**src/rtl/counter_pkg.sv**
```systemverilog
// rtl/counter_pkg.sv - shared constants and wrapped-increment helper for modulo counters
package counter_pkg;

  localparam int MOD13     = 13;
  localparam int CNT4_W    = 4;
  localparam int CNT_MAX_W = 16;

  // Any value at or beyond modulus-1 wraps to 0, so upset states self-clear in one edge.
  function automatic logic [CNT_MAX_W-1:0] next_mod(input logic [CNT_MAX_W-1:0] cur,
                                                     input logic [CNT_MAX_W:0]   modulus);
    logic [CNT_MAX_W:0] last;
    last = modulus - 1'b1;
    if ({1'b0, cur} >= last) begin
      next_mod = '0;
    end else begin
      next_mod = cur + 1'b1;
    end
  endfunction

endpackage

```
**src/rtl/mod_n_counter.sv**
```systemverilog
// rtl/mod_n_counter.sv - generic free-running modulo-N up-counter, async active-low reset
module mod_n_counter
  import counter_pkg::*;
#(
  parameter int MODULUS = MOD13,
  parameter int WIDTH   = CNT4_W
) (
  input  logic             clk_i,
  input  logic             rst_ni,
  output logic [WIDTH-1:0] count_o
);

  if (WIDTH < 1 || WIDTH > CNT_MAX_W) begin : g_bad_width
    $error("mod_n_counter: WIDTH must be in 1..%0d", CNT_MAX_W);
  end
  if (MODULUS < 2 || MODULUS > (1 << WIDTH)) begin : g_bad_modulus
    $error("mod_n_counter: MODULUS must be in 2..2**WIDTH");
  end

  logic [WIDTH-1:0] count_q;
  logic [WIDTH-1:0] count_d;

  always_comb begin
    count_d = WIDTH'(next_mod(CNT_MAX_W'(count_q), (CNT_MAX_W + 1)'(MODULUS)));
  end

  always_ff @(posedge clk_i or negedge rst_ni) begin
    if (!rst_ni) begin
      count_q <= '0;
    end else begin
      count_q <= count_d;
    end
  end

  assign count_o = count_q;

  // Every loaded value is legal, even when the current state was upset.
  a_next_legal: assert property (@(posedge clk_i) disable iff (!rst_ni)
    32'(count_d) < MODULUS);
  a_reset_zero: assert property (@(posedge clk_i) !rst_ni |-> count_q == '0);

endmodule

```
**src/rtl/mod13_counter.sv**
```systemverilog
// rtl/mod13_counter.sv - free-running modulus-13 counter, Q cycles 0..12
module mod13_counter
  import counter_pkg::*;
#(
  parameter int MODULUS = MOD13,
  parameter int WIDTH   = CNT4_W
) (
  input  logic             clk,
  input  logic             reset,
  output logic [WIDTH-1:0] Q
);

  mod_n_counter #(
    .MODULUS(MODULUS),
    .WIDTH  (WIDTH)
  ) u_cnt (
    .clk_i  (clk),
    .rst_ni (reset),
    .count_o(Q)
  );

endmodule

```
**config.mk**
```make
export PLATFORM = sky130hd
export DESIGN_NAME = mod13_counter
export DESIGN_NICKNAME = d
export VERILOG_FILES = /design/src/rtl/counter_pkg.sv /design/src/rtl/mod_n_counter.sv /design/src/rtl/mod13_counter.sv
export SDC_FILE = /design/constraint.sdc
export NUM_CORES = 1
export LEC_CHECK = 0
export CAP_MARGIN = 20
export CORE_AREA = 2 2 39 41
export DETAILED_ROUTE_END_ITERATION = 10
export DIE_AREA = 0 0 41 43
export PLACE_DENSITY_LB_ADDON = 0.2
export SYNTH_ARGS = -nofsm -noshare
export SYNTH_HDL_FRONTEND = slang
export SYNTH_SLANG_ARGS = --single-unit
```
**constraint.sdc**
```tcl
create_clock -name clk -period 2.13 [get_ports clk]
set_clock_uncertainty 0.2 [all_clocks]
set_input_delay 0.3195 -clock clk [delete_from_list [all_inputs] [get_ports clk]]
set_output_delay 0.3195 -clock clk [all_outputs]
set_load 0.01 [all_outputs]
```
==> run metrics <==
setup ws final=0.371 ns; Met2 Wirelength=102 µm; Peak Freq=0.569 GHz; total power draw=0.000172 W; Logic pwr share=1.8%; synth warn=0; multi-input combinational cell area=57.6 µm²; Detailed Route WL=316 µm; synthesized net count=15; PostCTS Resize Cnt=0; final setup violation count=0; FP Rows=14; crit path DAT=1.24 ns; Sw Ratio=18.1%; P_leak=0.111 nW; Clk network pwr share=53.8%; I/O pin cnt=6; min cycle time layout=1.76 ns; Highest Signal Layer=met4; number of fill cells in the layout=144; share of cells above drive strength 1=20.0%; Placement Cell Area=231 µm²; Via density=3.56; status=finished, final reports clean; register area share after synthesis=62.0%; Sink Count=4; clk_lat worst skew=0.23 ns; TritonRoute pass-1 iters=2; crit-path cells=clkdlybuf4s50_1; maximum buffer depth of the clock tree=2; clk slew on worst S/H paths=0.04 ns; H-tree Lvls=1; Final TNS setup=0 ns; Port-buffer cells=5; maximum VDD drop=0.275 mV; nature of the critical path endpoint=output pin; Gate Count Post-Synth=12; wl on met1=141 µm; CTS Root Cell=clkbuf_4; flops & latches, synth=4; Int Pwr=0.000141 W; min-delay worst type=input port to asynchronous set/reset pin; relative slew slack=86.7%; Initial Util=11.7%; initial drt markers=5; die height=43 µm; Hold Buf Count CTS=0; final instance area=254 µm²; Worst Path Required=1.61 ns; unrepaired setup endpoints after global routing=no; Switch Pwr=0.0000312 W; CP max-delay cell=clkdlybuf4s50_1; Max FO, Critical Path=6; met3 wire len=65 µm; P&R area growth vs syn=57.4%; Seq pwr share=44.4%; CP Launch Type=flip-flop; CTS tree=built; antenna violations before repair=0; die area=0.00176 mm²; Storage cell area=100 µm²; crit path kind=flip-flop to output pin; Synth cell types=9; GRT overflow=0; Synth area leaders=dfrtp_1, mux2_4, ha_1, nand4b_1, a21boi_0; DR WL/cell=8.78 µm; max capacitance violation total=0; max incr delay on CP=0.57 ns; number of buffer and inverter stages on the critical path=1; syn avg cell area=13.5 µm²; Yosys top cell by area=dfrtp_1; gr usage total=5.64%; Crit path max-delay family=buffers and inverters; TritonCTS buffer count=3; Tcrit/Tclk final=82.6%; Antenna diodes=0; global-route wire length before repair=510 µm; routability cong.=0.542; hold slack=0.0901 ns; vias=128; Routed Antenna Nets=0; Hold Vio Cnt, Final=0; max reg flops=4; worst slew pin tran=0.200 ns; Die Width=41 µm; Yosys top cell area share=62.0%; vias in the first global route=121; Post-Synthesis Cell Area=161 µm²; power density over cell area=678 mW/mm²; DR DRC count=0; fin. max-slew vios=0; post-CTS setup buffer count=0; final net count=25; CORE AREA=0.00138 mm²; Placement Setup Slack=0.616 ns; largest net degree at the start of global routing=7
-- Yosys cell counts --
cell type / n
a21boi_0: 1
inv_1: 1
ha_1: 1
o21ai_0: 1
mux2_4: 1
nand4b_1: 1
a21oi_1: 1
nor2_1: 1
dfrtp_1: 4
-- power groups by stage --
stage	clock network [W]	logic [W]	registers (W)
after global placement	0	0.00000303	0.0000774
after global routing	0.000107	0.00000351	0.0000763
after floorplan	0	0.0000000000314	0.0000774
after detailed placement	0	0.00000316	0.0000774
final	0.0000927	0.00000304	0.0000764
after CTS	0.0000980	0.00000320	0.0000764
-- final timing paths --
kind	startpoint	to	slack, ns	depth (start not counted)
min	reset	u_cnt.count_o[2]	0.09	1
max	u_cnt.count_o[2]	Q[2]	0.37	1
max reg2reg	u_cnt.count_o[0]	u_cnt.count_o[2]	0.93	2
min reg2reg	u_cnt.count_o[0]	u_cnt.count_o[0]	0.29	1
max in group asynchronous	reset	u_cnt.count_o[1]	1.47	1
min in group clk	u_cnt.count_o[0]	u_cnt.count_o[0]	0.29	1
-- kinds of logic after synthesis --
family                     Yosys count  synth area share [%]
and+or+nand+nor                      2                  7.75
AOI/OAI and AO/OA                    3                  10.8
muxes                                1                  9.30
adders and majority gates            1                  7.75
buffers and inverters                1                  2.32
DFF                                  4                  62.0
-- metrics by stage --
stage,utilization [%],std cells
CTS,18.4,36
finish,18.4,36
detailed placement,16.7,33
global route,18.4,36
floorplan,-,12
global placement,16.7,33
-- layout by cell type (no fill, tap or decap) --
cell             n
mux2_4           1
nand4b_1         1
clkbuf_4         3
a21oi_1          1
nor2_1           1
inv_1            1
clkdlybuf4s50_1  5
ha_1             1
a21boi_0         1
o21ai_0          1
dfrtp_1          4
-- final cells by class --
class / count / area share [%]
Clock buffer: 3 / 8.87
Inverter: 1 / 1.48
Tap cell: 16 / 7.88
Timing Repair Buffer: 5 / 19.7
Sequential cell: 4 / 39.4
Multi-Input combinational cell: 7 / 22.7
-- metal layers --
layer / global-route usage, % / vias to the layer above
met1: 5.84 / 57
met4: 4.00 / 0
met3: 9.42 / 2
met2: 4.38 / 10
met5: 0 / -
li1: - / 59
Note: power is estimated with default switching activity, not from simulation.
==> variant 1: new RTL, same settings <==
Reset style: synchronous (`rst_ni`), changed in one clocked block. Comments in the files are not updated.
--- a/src/rtl/mod_n_counter.sv
+++ b/src/rtl/mod_n_counter.sv
@@ -26,3 +26,3 @@
 
-  always_ff @(posedge clk_i or negedge rst_ni) begin
+  always_ff @(posedge clk_i) begin
     if (!rst_ni) begin
Function: differs if reset is asserted again (counterexample within 4 cycles, from zero or initial values and one cycle with reset low); with reset held inactive, the same outputs for 10 cycles.
==> variant 1 against the original RTL <==
Setup slack improved by 46 ps; sequential cell count did not move; maximum frequency rose by 2.7%; cell count rose by 5.6%; non-clock buffer count did not move; global-route usage fell by 0.62 points; routed wire length fell by 11%; synthesized cell count rose by 17%; synthesized area fell by 0.78%; final area fell by 0.49%.
Power is not compared: it rests on default switching activity, and its combinational part moved more than twofold at a synthesized area within 25%.
==> variant 1: results (changes against the original RTL) <==
[min_path]
hp-class = reg -> reg  ; was in -> async
min_to = u_cnt.count_o[3]

[critical_path]
crit_fanout = 5  ; was 6
r2r-end = u_cnt.count_o[2]  ; unchanged
reg2reg_depth = 3  ; was 2
r2r-start = u_cnt.count_o[0]  ; unchanged
cp_data_arrival_time_ps = 1190  ; was 1240 ps
r2r_slack_ps = 990  ; was 930 ps

[global_routing]
grtUsageMet1_pct = 5.13  ; was 5.84%
grt_pass1_vias = 130  ; was 121
grt_pass1_wl_microns = 489  ; was 510 microns
use_met3_pct = 7.85  ; was 9.42%
track_usage_pct = 5.02  ; was 5.64%
use_met2_pct = 4.06  ; was 4.38%

[finish]
largest_reg_flops = 4  ; unchanged
fillers = 155  ; was 144
drive_gt1_share_pct = 18.2  ; was 20.0%
fin_nets = 27  ; was 25

[power_and_ir_drop]
power_leakage_nw = 0.102

[logic_synthesis]
synth_fa_ha_area_share_pct = 7.81  ; was 7.75%
synth_cell_type_count = 11  ; was 9
synth_area_leaders = dfxtp_1 50%, ha_1 7.8%, nor3b_2 7.8%  ; was dfrtp_1 62%, mux2_4 9.3%, ha_1 7.8%
ys_async_sr_fraction_pct = 0  ; was 100%
synth-xor-area-share_pct = 0  ; unchanged
synth_nets = 17  ; was 15
synthMuxAreaShare_pct = 0  ; was 9.30%
synth_compound_area_share_pct = 9.38  ; was 10.9%
yosysSeqAreaShare_pct = 50.0  ; was 62.0%
synth_most_common_cell = dfxtp_1  ; was dfrtp_1

[cts]
clk_path_buf_depth = 2  ; unchanged

[detailed_routing]
routedWlPerCell_microns = 7.39  ; was 8.78 microns
vias = 125  ; was 128

[timing]
relSlewSlack_pct = 88.6  ; was 86.7%

[placement]
dp_slack_ps = 656  ; was 616 ps
gp_congestion = 0.579  ; was 0.542

[run_status]
status = finished clean  ; unchanged

-- variant 1: worst max-delay path by stage --
stage                                 from               end  slack [ps]  cells past startpoint
final                     u_cnt.count_o[3]              Q[3]         420                      1
after global routing      u_cnt.count_o[2]              Q[2]         360                      1
after CTS                 u_cnt.count_o[3]              Q[3]         410                      1
after detailed placement  u_cnt.count_o[3]              Q[3]         660                      1
after global placement    u_cnt.count_o[3]              Q[3]         690                      1
after floorplan           u_cnt.count_o[0]  u_cnt.count_o[2]         980                      3
-- variant 1: cell type report --
| class | instances | share of cell area (%) |
|---|---|---|
| tap | 16 | 7.92 |
| timing repair buffer | 5 | 19.8 |
| clock buffer | 3 | 8.91 |
| sequential | 4 | 31.7 |
| multi-input combinational | 10 | 31.7 |
-- variant 1: layer usage --
layer  vias up  wire length, microns
li1         67                     -
met1        52                   168
met2         6                    80
met3         0                    31
met4         0                     0
met5         -                     0
-- variant 1: power by group through the flow --
| stage | Sequential [mW] | Combinational [mW] | Clock, mW |
|---|---|---|---|
| floorplan | 0.0873 | 0.00726 | 0 |
| global placement | 0.0857 | 0.0218 | 0 |
| detailed placement | 0.0857 | 0.0220 | 0 |
| CTS | 0.0846 | 0.0222 | 0.0985 |
| global route | 0.0854 | 0.0243 | 0.104 |
| finish | 0.0847 | 0.0218 | 0.0920 |
-- variant 1: worst reg2reg max path: stages, from the launching register on --
cell and delay [ps]:
dfxtp_1 320, ha_1 220, nor2b_1 130, o21a_1 160
-- variant 1: metrics by stage --
| step | hold WS [ps] | cells | cell area, sq um |
|---|---|---|---|
| 2_1_floorplan | 237 | 14 | 160 |
| 3_3_place_gp | 303 | 35 | 230 |
| 3_5_place_dp | 313 | 35 | 230 |
| 4_1_cts | 323 | 38 | 253 |
| 5_1_grt | 339 | 38 | 253 |
| 6_report | 320 | 38 | 253 |
==> variant 2: new RTL, same settings <==
Without the edit above. The package constant `CNT4_W` goes from 4 to 6.
--- a/src/rtl/counter_pkg.sv
+++ b/src/rtl/counter_pkg.sv
@@ -4,3 +4,3 @@
   localparam int MOD13     = 13;
-  localparam int CNT4_W    = 4;
+  localparam int CNT4_W    = 6;
   localparam int CNT_MAX_W = 16;
Ports: changed (resized Q); port bits go from 6 to 8. No check against the original RTL was run, so the function may have changed too.
==> variant 2 against the original RTL <==
Final area rose by 47%; synthesized area rose by 60%; routed wire length rose by 39%; sequential cell count rose by 2; cell count rose by 31%; total power rose by 38%; maximum frequency rose by 1.6%; non-clock buffer count rose by 2; via count rose by 51%; hold slack improved by 28 ps; synthesized cell count rose by 67%; setup slack improved by 28 ps.
==> variant 2: results (changes against the original RTL) <==
[cts]
post_cts_buffers = 0  ; unchanged
cts.clk_slew.worst_paths_ps = 40  ; about the same

[power_and_ir_drop]
ir_worst_vdd_mv = 0.276  ; was 0.275 mV
cellPowerDensity_mw_per_mm2 = 637  ; was 678 mW/mm^2
power_frac_clock_pct = 41.3  ; was 53.8%
power_leakage_nw = 0.153  ; was 0.111 nW
combPwrFrac_pct = 7.2  ; was 1.8%

[detailed_routing]
drtIter0Drc = 1  ; was 5
met1_length_microns = 173  ; was 141 microns
drtPass1Iterations = 2  ; unchanged
viasPerCell = 4.11  ; was 3.56
wirelength_microns = 439  ; was 316 microns
dr_wl_met2_microns = 231  ; was 102 microns
dr_wl_met3_microns = 25  ; was 65 microns

[global_routing]
use_met3_pct = 3.14  ; was 9.42%
use_met2_pct = 9.69  ; was 4.38%
grt_max_degree = 8  ; was 7
track_usage_pct = 7.51  ; was 5.64%
grt_pass1_vias = 186  ; was 121
grtUsageMet1_pct = 7.31  ; was 5.84%
grt_pass1_wl_microns = 786  ; was 510 microns

[finish]
largest_reg_flops = 6  ; was 4
drive_gt1_share_pct = 12.9  ; was 20.0%
fin_cells = 47  ; was 36
fin_nets = 37  ; was 25

[run_status]
status = finished clean  ; unchanged

[critical_path]
r2r_slack_ps = 630  ; was 930 ps
crit_family = buffers and inverters  ; unchanged
reg2reg_depth = 3  ; was 2

[logic_synthesis]
synth_area_leaders = dfrtp_1 58%, ha_1 9.7%, a2111oi_0 6.8%  ; was dfrtp_1 62%, mux2_4 9.3%, ha_1 7.8%
synth_compound_area_share_pct = 14.6  ; was 10.9%
synth_fa_ha_area_share_pct = 9.71  ; was 7.75%
synthMuxAreaShare_pct = 0  ; was 9.30%
synth_cell_type_count = 10  ; was 9
yosysSeqAreaShare_pct = 58.3  ; was 62.0%

[placement]
gp_congestion = 0.733  ; was 0.542
dp.cells = 44  ; was 33
dp_slack_ps = 611  ; was 616 ps
port_buffers = 7  ; was 5
dpl_cell_area_sq_um = 352  ; was 231 sq um

[timing]
worst_hold_slack_ps = 118  ; was 90.1 ps

[variant 2: cell types whose count changed after synthesis, sizes merged, moves of 2 or more]
cell | unedited run | this run
a2111oi | 0 | 2
a211oi | 0 | 2
dfrtp | 4 | 6
inv | 1 | 3
nand2b | 0 | 2
[variant 2: layout make-up]
class / count / area, sq um
sequential: 6 / 150
timing repair buffer: 7 / 70.1
inverter: 3 / 11.3
tap: 16 / 20.0
multi-input combinational: 12 / 100
fill: 154 / 1010
clock buffer: 3 / 22.5
[variant 2: worst max path at each step]
stage	from	to	slack, ps	cells past startpoint
floorplan	u_cnt.count_o[0]	u_cnt.count_o[2]	650	3
global placement	u_cnt.count_o[4]	Q[4]	630	1
detailed placement	u_cnt.count_o[0]	u_cnt.count_o[1]	610	4
CTS	u_cnt.count_o[4]	Q[4]	380	1
global route	u_cnt.count_o[4]	Q[4]	340	1
finish	u_cnt.count_o[4]	Q[4]	400	1
